$ cat src/rtl/mem_ctrl.sv
// Byte-serial memory controller arbitrating LSB loads/stores and instruction fetches
// onto a single-port RAM with one-cycle read latency and UART back-pressure on IO stores.
module mem_ctrl (
  input  logic        clk_in,
  input  logic        rst_in,
  input  logic        rdy_in,
  input  logic        io_buffer_full,
  input  logic [7:0]  mem_din,
  output logic [7:0]  mem_dout,
  output logic [31:0] mem_a,
  output logic        mem_wr,
  input  logic        lsb_todo,
  input  logic [31:0] lsb_addr,
  input  logic [2:0]  lsb_len,
  input  logic        lsb_store,
  input  logic [31:0] lsb_store_data,
  output logic [31:0] lsb_load_res,
  output logic        lsb_done,
  input  logic        if_todo,
  input  logic [31:0] if_addr,
  output logic [31:0] if_inst,
  output logic        if_done
);

  typedef enum logic [1:0] {StIdle, StIfetch, StLoad, StStore} state_e;

  state_e      state_q, state_d;
  logic [31:0] addr_q, addr_d;
  logic [2:0]  len_q, len_d;
  logic [31:0] data_q, data_d;
  logic [2:0]  cnt_q, cnt_d;
  logic [31:0] buf_q, buf_d;
  logic [31:0] lsb_res_q, lsb_res_d;
  logic [31:0] if_inst_q, if_inst_d;
  logic        lsb_done_q, lsb_done_d;
  logic        if_done_q, if_done_d;

  logic [2:0]  norm_len;
  logic [1:0]  cnt_m1;
  logic [31:0] cap;
  logic        io_region;

  always_comb begin
    state_d    = state_q;
    addr_d     = addr_q;
    len_d      = len_q;
    data_d     = data_q;
    cnt_d      = cnt_q;
    buf_d      = buf_q;
    lsb_res_d  = lsb_res_q;
    if_inst_d  = if_inst_q;
    lsb_done_d = lsb_done_q;
    if_done_d  = if_done_q;
    mem_a      = addr_q + {29'd0, cnt_q};
    mem_dout   = 8'd0;
    mem_wr     = 1'b0;

    case (lsb_len)
      3'd1:    norm_len = 3'd1;
      3'd2:    norm_len = 3'd2;
      default: norm_len = 3'd4;
    endcase

    // In read cycle k the byte arriving on mem_din belongs to index k-1.
    cnt_m1    = cnt_q[1:0] - 2'd1;
    cap       = buf_q | ({24'd0, mem_din} << {cnt_m1, 3'b000});
    io_region = (addr_q[17:16] == 2'b11);

    // Done pulses only drop on an enabled edge so they hold through a pause.
    if (rdy_in) begin
      lsb_done_d = 1'b0;
      if_done_d  = 1'b0;
    end

    unique case (state_q)
      StIdle: begin
        if (rdy_in && !lsb_done_q && !if_done_q) begin
          if (lsb_todo) begin
            addr_d  = lsb_addr;
            len_d   = norm_len;
            data_d  = lsb_store_data;
            cnt_d   = 3'd0;
            buf_d   = 32'd0;
            state_d = lsb_store ? StStore : StLoad;
          end else if (if_todo) begin
            addr_d  = if_addr;
            len_d   = 3'd4;
            cnt_d   = 3'd0;
            buf_d   = 32'd0;
            state_d = StIfetch;
          end
        end
      end

      StIfetch, StLoad: begin
        // While paused, keep presenting the byte whose capture is pending so it
        // is on mem_din again when the pause ends.
        if (!rdy_in && cnt_q != 3'd0) begin
          mem_a = addr_q + {29'd0, cnt_q} - 32'd1;
        end
        if (rdy_in) begin
          if (cnt_q != 3'd0) begin
            buf_d = cap;
          end
          if (cnt_q == len_q) begin
            state_d = StIdle;
            if (state_q == StLoad) begin
              lsb_res_d  = cap;
              lsb_done_d = 1'b1;
            end else begin
              if_inst_d = cap;
              if_done_d = 1'b1;
            end
          end else begin
            cnt_d = cnt_q + 3'd1;
          end
        end
      end

      StStore: begin
        mem_dout = data_q[{cnt_q[1:0], 3'b000} +: 8];
        if (rdy_in && !(io_region && io_buffer_full)) begin
          mem_wr = 1'b1;
          if (cnt_q == len_q - 3'd1) begin
            state_d    = StIdle;
            lsb_done_d = 1'b1;
          end else begin
            cnt_d = cnt_q + 3'd1;
          end
        end
      end

      default: state_d = StIdle;
    endcase
  end

  always_ff @(posedge clk_in) begin
    if (rst_in) begin
      state_q    <= StIdle;
      addr_q     <= 32'd0;
      len_q      <= 3'd0;
      data_q     <= 32'd0;
      cnt_q      <= 3'd0;
      buf_q      <= 32'd0;
      lsb_res_q  <= 32'd0;
      if_inst_q  <= 32'd0;
      lsb_done_q <= 1'b0;
      if_done_q  <= 1'b0;
    end else begin
      state_q    <= state_d;
      addr_q     <= addr_d;
      len_q      <= len_d;
      data_q     <= data_d;
      cnt_q      <= cnt_d;
      buf_q      <= buf_d;
      lsb_res_q  <= lsb_res_d;
      if_inst_q  <= if_inst_d;
      lsb_done_q <= lsb_done_d;
      if_done_q  <= if_done_d;
    end
  end

  assign lsb_load_res = lsb_res_q;
  assign lsb_done     = lsb_done_q;
  assign if_inst      = if_inst_q;
  assign if_done      = if_done_q;

endmodule

$ cat config.mk
export PLATFORM = sky130hd
export DESIGN_NAME = mem_ctrl
export DESIGN_NICKNAME = d
export VERILOG_FILES = /design/src/rtl/mem_ctrl.sv
export SDC_FILE = /design/constraint.sdc
export NUM_CORES = 1
export LEC_CHECK = 0
export BUFFER_PORTS_ARGS = -buffer_cell sky130_fd_sc_hd__buf_2
export CAP_MARGIN = 20
export CORE_MARGIN = 5
export CORE_UTILIZATION = 45
export DETAILED_ROUTE_END_ITERATION = 12
export HOLD_SLACK_MARGIN = 0.03
export PLACE_DENSITY_LB_ADDON = 0.08
export SLEW_MARGIN = 20
export SYNTH_ARGS = -nofsm -noshare
export SYNTH_HDL_FRONTEND = slang
export SYNTH_SLANG_ARGS = --single-unit
export TNS_END_PERCENT = 1
$ cat constraint.sdc
create_clock -name clk_in -period 4.04 [get_ports clk_in]
set_input_delay 0.808 -clock clk_in [delete_from_list [all_inputs] [get_ports clk_in]]
set_output_delay 0.808 -clock clk_in [all_outputs]
set_load 0.01 [all_outputs]
==> impl_metrics.csv, run 1 <==
group,metric,value,unit
status,status,"complete, but fails checks",
status,violations,"setup timing",
setup_path,cpMaxStageDelayCell,"fa_2",
synthesis,synth_edf_count,0,
setup_path,cp_data_required_time,3.23,ns
layout,final_common_cell,"buf_2",
layout,seq_area,3410,um^2
setup_path,cp.arrival,3.31,ns
setup_path,critPathMaxStageDelay,0.45,ns
synthesis,synthFlopType,"dfxtp_1",
sta,hold_ws,0.454,ns
layout,finalNetCount,1370,
sta,worst_slack,-0.0765,ns
route,ant_nets,0,
layout,syn_to_final_growth,27.2,%
route,drt_iter0_markers,343,
clocking,clk_path_buf_depth,2,
synthesis,netlist_instances,1048,
setup_path,critical_path.top_delay_family,"simple AND/OR/NAND/NOR gates",
floorplan,core-area,18800,um^2
global_routing,grt_overflow,0,
sta,rsz0062_at_grt,"yes",
clocking,cts.reportedPaths.clkPinSlew,0.08,ns
layout,diodes,0,
synthesis,syn_avg_cell_area,8.24,um^2
sta,timing.final.crit_share,102,%
synthesis,synth_xor_area_share,6.09,%
setup_path,worst_setup_path_start_kind,"register",
clocking,cts-root-buf,"clkbuf_16",
floorplan,die-area,22100,um^2
placement,io_buffers,220,
setup_path,critPathBufInv,3,
sta,hold_viol_final,0,
sta,report.final.slew_viol_count,0,
layout,stdcell_area,11000,um^2
clocking,clock-sinks,170,
clocking,htreeDepth,4,
synthesis,async_reset_ff_share,0,%
floorplan,die_w,149,um
floorplan,die_y,149,um
route,vias_per_cell,5.40,
pwr,power_density,629,nW/um^2
setup_path,worst-setup-path-type,"register to primary output",
floorplan,num_rows,50,
synthesis,synth_fa_ha_area_share,1.83,%
route,remaining_drc_errors,0,
clocking,cts_hold_buf,0,
route,routed_wirelength,24600,um
synthesis,synth_top_area_share,39.4,%
placement,place_area,10000,um^2
clocking,cts_tree,"built",
setup_path,worstPathMaxFanout,3,
job,drv_cap,0,
synthesis,yosys_warnings,0,
sta,setup_violations,1,
placement,dp_cells,1446,
sta,period_needed,4.12,ns
synthesis,ys_ff_latch,170,
layout,n_fill_cell,1810,
pwr,p_leak,4.54,nW
global_routing,grt_max_degree,82,
synthesis,syn_area,8630,um^2
global_routing,antenna_found_initial,0,
route,wl_per_cell,16.5,um
placement,globalplace.congestion,0.875,
synthesis,netlist-cell-type-count,64,
floorplan,ios,221,
synthesis,synth_compound_area_share,19.4,%
synthesis,synth_top_family_by_area,"simple AND/OR/NAND/NOR gates",
route,via_count,8058,
synthesis,yosys.area.top_type,"dfxtp_1",
sta,finClkSkew,0.0149,ns
hold_path,hp-class,"register to register",
sta,timing.setup.tns,-0.0765,ns
layout,fin_cells,1491,
floorplan,start_util,46.0,%
global_routing,grt_pass1_vias,7735,
placement,hpwl,17700,um
clocking,cts_made_buffers,17,
synthesis,muxShareOfSynthArea,6.49,%
layout,drive_gt1_share,30.1,%
layout,layout_common_cells,"buf_2, dfxtp_1, nor2_1",
synthesis,syn_nets,1174,
synthesis,yosys-top-cells-area,"dfxtp_1, a211oi_1, nor2_1",
setup_path,reg2reg_slack,1.32,ns
setup_path,crit_chain,"ha_4 > fa_2 > inv_2 > ha_4 > inv_2 > or3_4 > or3b_4 > a2111oi_4 > nand4_1 > a32oi_2 > xnor2_1 > buf_2",
setup_path,cp-end-kind,"primary output",
sta,relSlewSlack,38.8,%
synthesis,ys_seq_area_share,39.4,%
clocking,clkLatencyLatePin,0.43,ns
pwr,ir_drop,348,uV
layout,multi_input_area,5040,um^2
synthesis,synth-simple-area-share,21.8,%
sta,fmax,243,MHz
global_routing,grtUsageTotal,21.7,%
sta,tightest_slew,0.911,ns
global_routing,grt_pass1_wl,39200,um
route,dr.pass1.iters,5,
path summary, 6_finish.rpt:
path / cells after the start / to / startpoint
worst max register to register: 9 / if_inst[10] / cnt_q[0]
worst max-delay path: 12 / mem_a[26] / cnt_q[0]
worst min-delay path: 2 / data_q[26] / data_q[26]
worst min register to register: 2 / data_q[26] / data_q[26]
routing by layer:
metal	vias to the layer above	track usage (%)	wire length (um)	part of all wire, %
met1	3717	28.1	11000	44
met5	-	0	0	0
met3	25	5.67	1560	6.3
li1	4102	-	-	-
met2	214	36.2	11800	48
met4	0	5.36	361	1.5
flip-flops by register name (all words and copies together), names as in the netlist, named ones only:
register	count
addr_q	32
buf_q	32
cnt_q	3
data_q	32
if_inst	32
len_q	3
lsb_done	1
lsb_load_res	32
state_q	2
cell families (layout without fill, tap and decap cells):
family	after synthesis	in the layout
adders and majority gates	12	12
and+or+nand+nor	395	395
muxes	46	46
AOI/OAI and AO/OA	257	257
DFF	170	170
buffers and inverters	108	317
xor gates and xnor gates	60	60
cells in the mapped netlist (all sizes together), types with 6 or more instances:
| cell | n |
|---|---|
| nor2 | 165 |
| or3 | 8 |
| nor3 | 23 |
| buf | 29 |
| nor4 | 12 |
| ha | 11 |
| nand3 | 22 |
| nand4 | 11 |
| mux4 | 8 |
| clkbuf | 65 |
| mux2i | 38 |
| nor2b | 6 |
| xor2 | 20 |
| and2 | 15 |
| and3 | 8 |
| a211oi | 99 |
| a31oi | 6 |
| a21oi | 114 |
| inv | 14 |
| o21ai | 9 |
| xnor2 | 40 |
| dfxtp | 170 |
| nand2 | 100 |
stage by stage:
step / power [mW] / util (%) / worst slack [ns]
global route: 7.41 / 58.5 / -0.204
finish: 6.91 / 58.5 / -0.0765
floorplan: 4.20 / - / 0.286
global placement: 5.09 / 53.3 / 0.119
detailed placement: 5.10 / 53.3 / 0.0834
CTS: 6.89 / 57.4 / -0.197
worst register-to-register path, stage by stage, from the launching register on:
cell and delay [ns]:
dfxtp_4 0.37, buf_12 0.12, buf_4 0.21, xor2_1 0.21, nor4_1 0.44, nand2_1 0.18, nor2_4 0.52, buf_12 0.29
nor2_1 0.08, a211oi_1 0.23
what timing repair did:
action / 4_1_cts / 5_1_grt
pin swaps: 15 / 14
endpoints found under the setup margin: 15 / 17
buffers inserted: 3 / 10
gates resized for setup: 26 / 29
layout make-up:
| class | count | share of cell area (%) |
|---|---|---|
| Multi-Input combinational cell | 770 | 45.9 |
| Sequential cell | 170 | 31.1 |
| Timing Repair Buffer | 271 | 14.1 |
| Clock buffer | 17 | 3.87 |
| Tap cell | 234 | 2.67 |
| Clock inverter | 15 | 1.87 |
| Inverter | 14 | 0.479 |
report_power, final:
group | switching, mW | internal (mW)
sequential | 0.317 | 2.07
clock | 0.802 | 0.902
combinational | 1.67 | 1.15
total | 2.79 | 4.12
Note: power is estimated with default switching activity, not from simulation.
==> run 2, diff against run 1 <==
--- a/config.mk
+++ b/config.mk
@@ -5,6 +5,7 @@
 export SDC_FILE = /design/constraint.sdc
 export NUM_CORES = 1
 export LEC_CHECK = 0
+export ABC_AREA = 1
 export BUFFER_PORTS_ARGS = -buffer_cell sky130_fd_sc_hd__buf_2
 export CAP_MARGIN = 20
 export CORE_MARGIN = 5
==> run 2 against run 1 <==
The run now ends clean. Synthesized cell count increased by 36%. Sequential share of layout area fell by 0.88 points. Hold slack worse by 0.013 ns. Cell count up 27%. Wire length rose by 17%. Register-to-register slack better by 0.12 ns. Via count grew 20%. First-iteration DRC count rose by 72%. Utilization down 3.1 points. Largest power group unchanged. Highest routed layer is now met5.
==> impl_metrics.csv, run 2 <==
group,metric,value,unit
synthesis,netlist_instances,1421,
synthesis,ys_seq_area_share,36.3,%
layout,fin_util,55.4,%
global_routing,grtUsageTotal,23.5,%
sta,report.final.slew_viol_count,0,
setup_path,worstPathMaxFanout,8,
setup_path,worstSetupStartpoint,"cnt_q[0]",
synthesis,async_reset_ff_share,0,%
route,remaining_drc_errors,0,
setup_path,cp.arrival,2.97,ns
floorplan,die_w,154,um
pwr,ir_drop,319,uV
setup_path,critPathMaxStageDelay,0.38,ns
setup_path,r2r_start,"state_q[1]",
synthesis,synthFlopType,"dfxtp_1",
sta,tightest_slew,1.03,ns
floorplan,die-area,23800,um^2
clocking,clk_path_buf_depth,2,
clocking,cts_made_buffers,17,
setup_path,reg2reg_slack,1.44,ns
floorplan,die_y,154,um
pwr,power,7.26,mW
sta,relSlewSlack,31.4,%
sta,hold_viol_final,0,
placement,io_buffers,220,
layout,layout_common_cells,"nand2_1, buf_2, dfxtp_1",
layout,drive_gt1_share,21.1,%
synthesis,yosys-top-cells-area,"dfxtp_1, nand2_1, o21ai_0",
layout,syn_to_final_growth,20.4,%
setup_path,rr_endpoint,"buf_q[21]",
synthesis,syn_nets,1547,
clocking,htreeDepth,4,
setup_path,critPathCapture,"mem_a[28]",
floorplan,num_rows,52,
clocking,cts-root-buf,"clkbuf_16",
setup_path,worst_setup_path_start_kind,"register",
route,wl_per_cell,15.3,um
layout,final_common_cell,"nand2_1",
global_routing,grt_pass1_wl,46100,um
synthesis,synth_most_common_cell,"nand2_1",
job,drv_cap,0,
setup_path,cpMostUsedCell,"nand2_1",
route,ant_nets,0,
clocking,cts_tree,"built",
route,wl_met1,12700,um
route,dr.pass1.iters,5,
floorplan,core-area,20400,um^2
global_routing,antenna_found_initial,4,
sta,finClkSkew,0.0164,ns
placement,pre_cts_slack,0.456,ns
synthesis,netlist-cell-type-count,43,
sta,hold_ws,0.441,ns
sta,setup_violations,0,
pwr,power_density,644,nW/um^2
clocking,clkLatencyLatePin,0.44,ns
synthesis,synth_edf_count,0,
route,routed_wirelength,28800,um
floorplan,start_util,46.0,%
global_routing,grt_overflow,0,
setup_path,worst-setup-path-type,"register to primary output",
global_routing,grt_pass1_vias,9142,
route,vias_per_cell,5.11,
synthesis,yosys.area.top_type,"dfxtp_1",
hold_path,hp-class,"register to register",
synthesis,synth_top_area_share,36.3,%
layout,finalNetCount,1729,
clocking,cts.reportedPaths.clkPinSlew,0.08,ns
route,via_count,9647,
setup_path,crit_chain,"ha_2 > fa_2 > nand3_1 > nand2_4 > inv_1 > nor2_1 > nand3_1 > nand2_1 > nand2_1 > nor2_1 > inv_2 > nor2_1 > nand2_1 > nand2_1 > nand2_1 > buf_2",
route,dr_wl_met3,1630,um
layout,stdcell_area,11300,um^2
setup_path,rr_worst_depth,10,
synthesis,syn_area,9370,um^2
synthesis,yosys_warnings,0,
route,drt_iter0_markers,591,
pwr,p_leak,5.07,nW
global_routing,grt_max_degree,79,
sta,worst_slack,0.261,ns
floorplan,ios,221,
synthesis,syn_avg_cell_area,6.59,um^2
synthesis,ys_ff_latch,170,
synthesis,synth_common_cells,"nand2_1, dfxtp_1, nor2_1",
clocking,cts_hold_buf,0,
setup_path,cp_data_required_time,3.23,ns
clocking,clock-sinks,170,
placement,globalplace.congestion,0.937,
placement,hpwl,21100,um
route,wl_met2,13800,um
route,top_layer_used,"met5",
setup_path,cp-end-kind,"primary output",
sta,fmax,265,MHz
sta,period_needed,3.78,ns
status,status,"completed",
sta,rsz0062_at_grt,"yes",
placement,place_area,10700,um^2
sta,timing.final.crit_share,93.5,%
setup_path,cpMaxStageDelayCell,"dfxtp_1",
==> run 2: kinds of logic (layout without fill, tap and decap cells) <==
family	after synthesis	count (layout)	synth area share, %
simple gates	641	641	30.1
compound gates	345	345	20.0
buf+inv	225	419	9.28
flops	170	170	36.3
xor+xnor	28	28	2.62
fa+ha+maj	12	12	1.68
other cells	0	2	0
==> run 2: repair_timing <==
action,4_1_cts,5_1_grt
endpoints found under the setup margin,1,15
hold endpoints to repair,0,0
resized for setup,1,11
setup buffers,0,0
==> run 2: critical path, delay by kind of cell (launching register included) <==
| family | cells | cell delay [ns] |
|---|---|---|
| fa+ha+maj | 2 | 0.47 |
| flops | 1 | 0.38 |
| simple gates | 11 | 1.41 |
| buf+inv | 3 | 0.25 |
==> run 2: how the worst min path moves through the flow <==
stage                        to  slack [ns]  cells past startpoint             start
5_1_grt              if_inst[4]        0.46                      2        if_inst[4]
2_1_floorplan          buf_q[0]        0.44                      2          buf_q[0]
3_5_place_dp   lsb_load_res[16]        0.43                      2  lsb_load_res[16]
4_1_cts             if_inst[30]        0.45                      2       if_inst[30]
3_3_place_gp   lsb_load_res[16]        0.43                      2  lsb_load_res[16]
6_report            if_inst[30]        0.44                      2       if_inst[30]
==> run 2: area by class of cell <==
cell class                      instances  area, um^2
Clock buffer                           17         425
Inverter                              152         572
Antenna cell                            2        5.00
Clock inverter                         14         153
Sequential cell                       170        3400
Tap cell                              270         338
Multi-Input combinational cell       1026        5140
Fill cell                            2033        9090
Timing Repair Buffer                  236        1240
==> run 2: per-layer routing <==
layer / vias up / track usage (%)
met1: 4382 / 30.0
met2: 242 / 39.5
met5: - / 0
met4: 6 / 7.70
met3: 55 / 5.09
li1: 4962 / -
==> run 2: where the power goes <==
| group | internal [mW] | leakage (nW) | switching [mW] |
|---|---|---|---|
| clock | 0.827 | 0.285 | 0.803 |
| combinational | 1.05 | 3.39 | 2.28 |
| sequential | 2.03 | 1.39 | 0.271 |
| total | 3.91 | 5.07 | 3.35 |
==> run 2: per-stage QoR <==
step / TNS [ns] / std cells
2_1_floorplan: 0 / 1421
3_3_place_gp: 0 / 1854
3_5_place_dp: 0 / 1854
4_1_cts: 0 / 1885
5_1_grt: -0.0273 / 1886
6_report: 0 / 1887
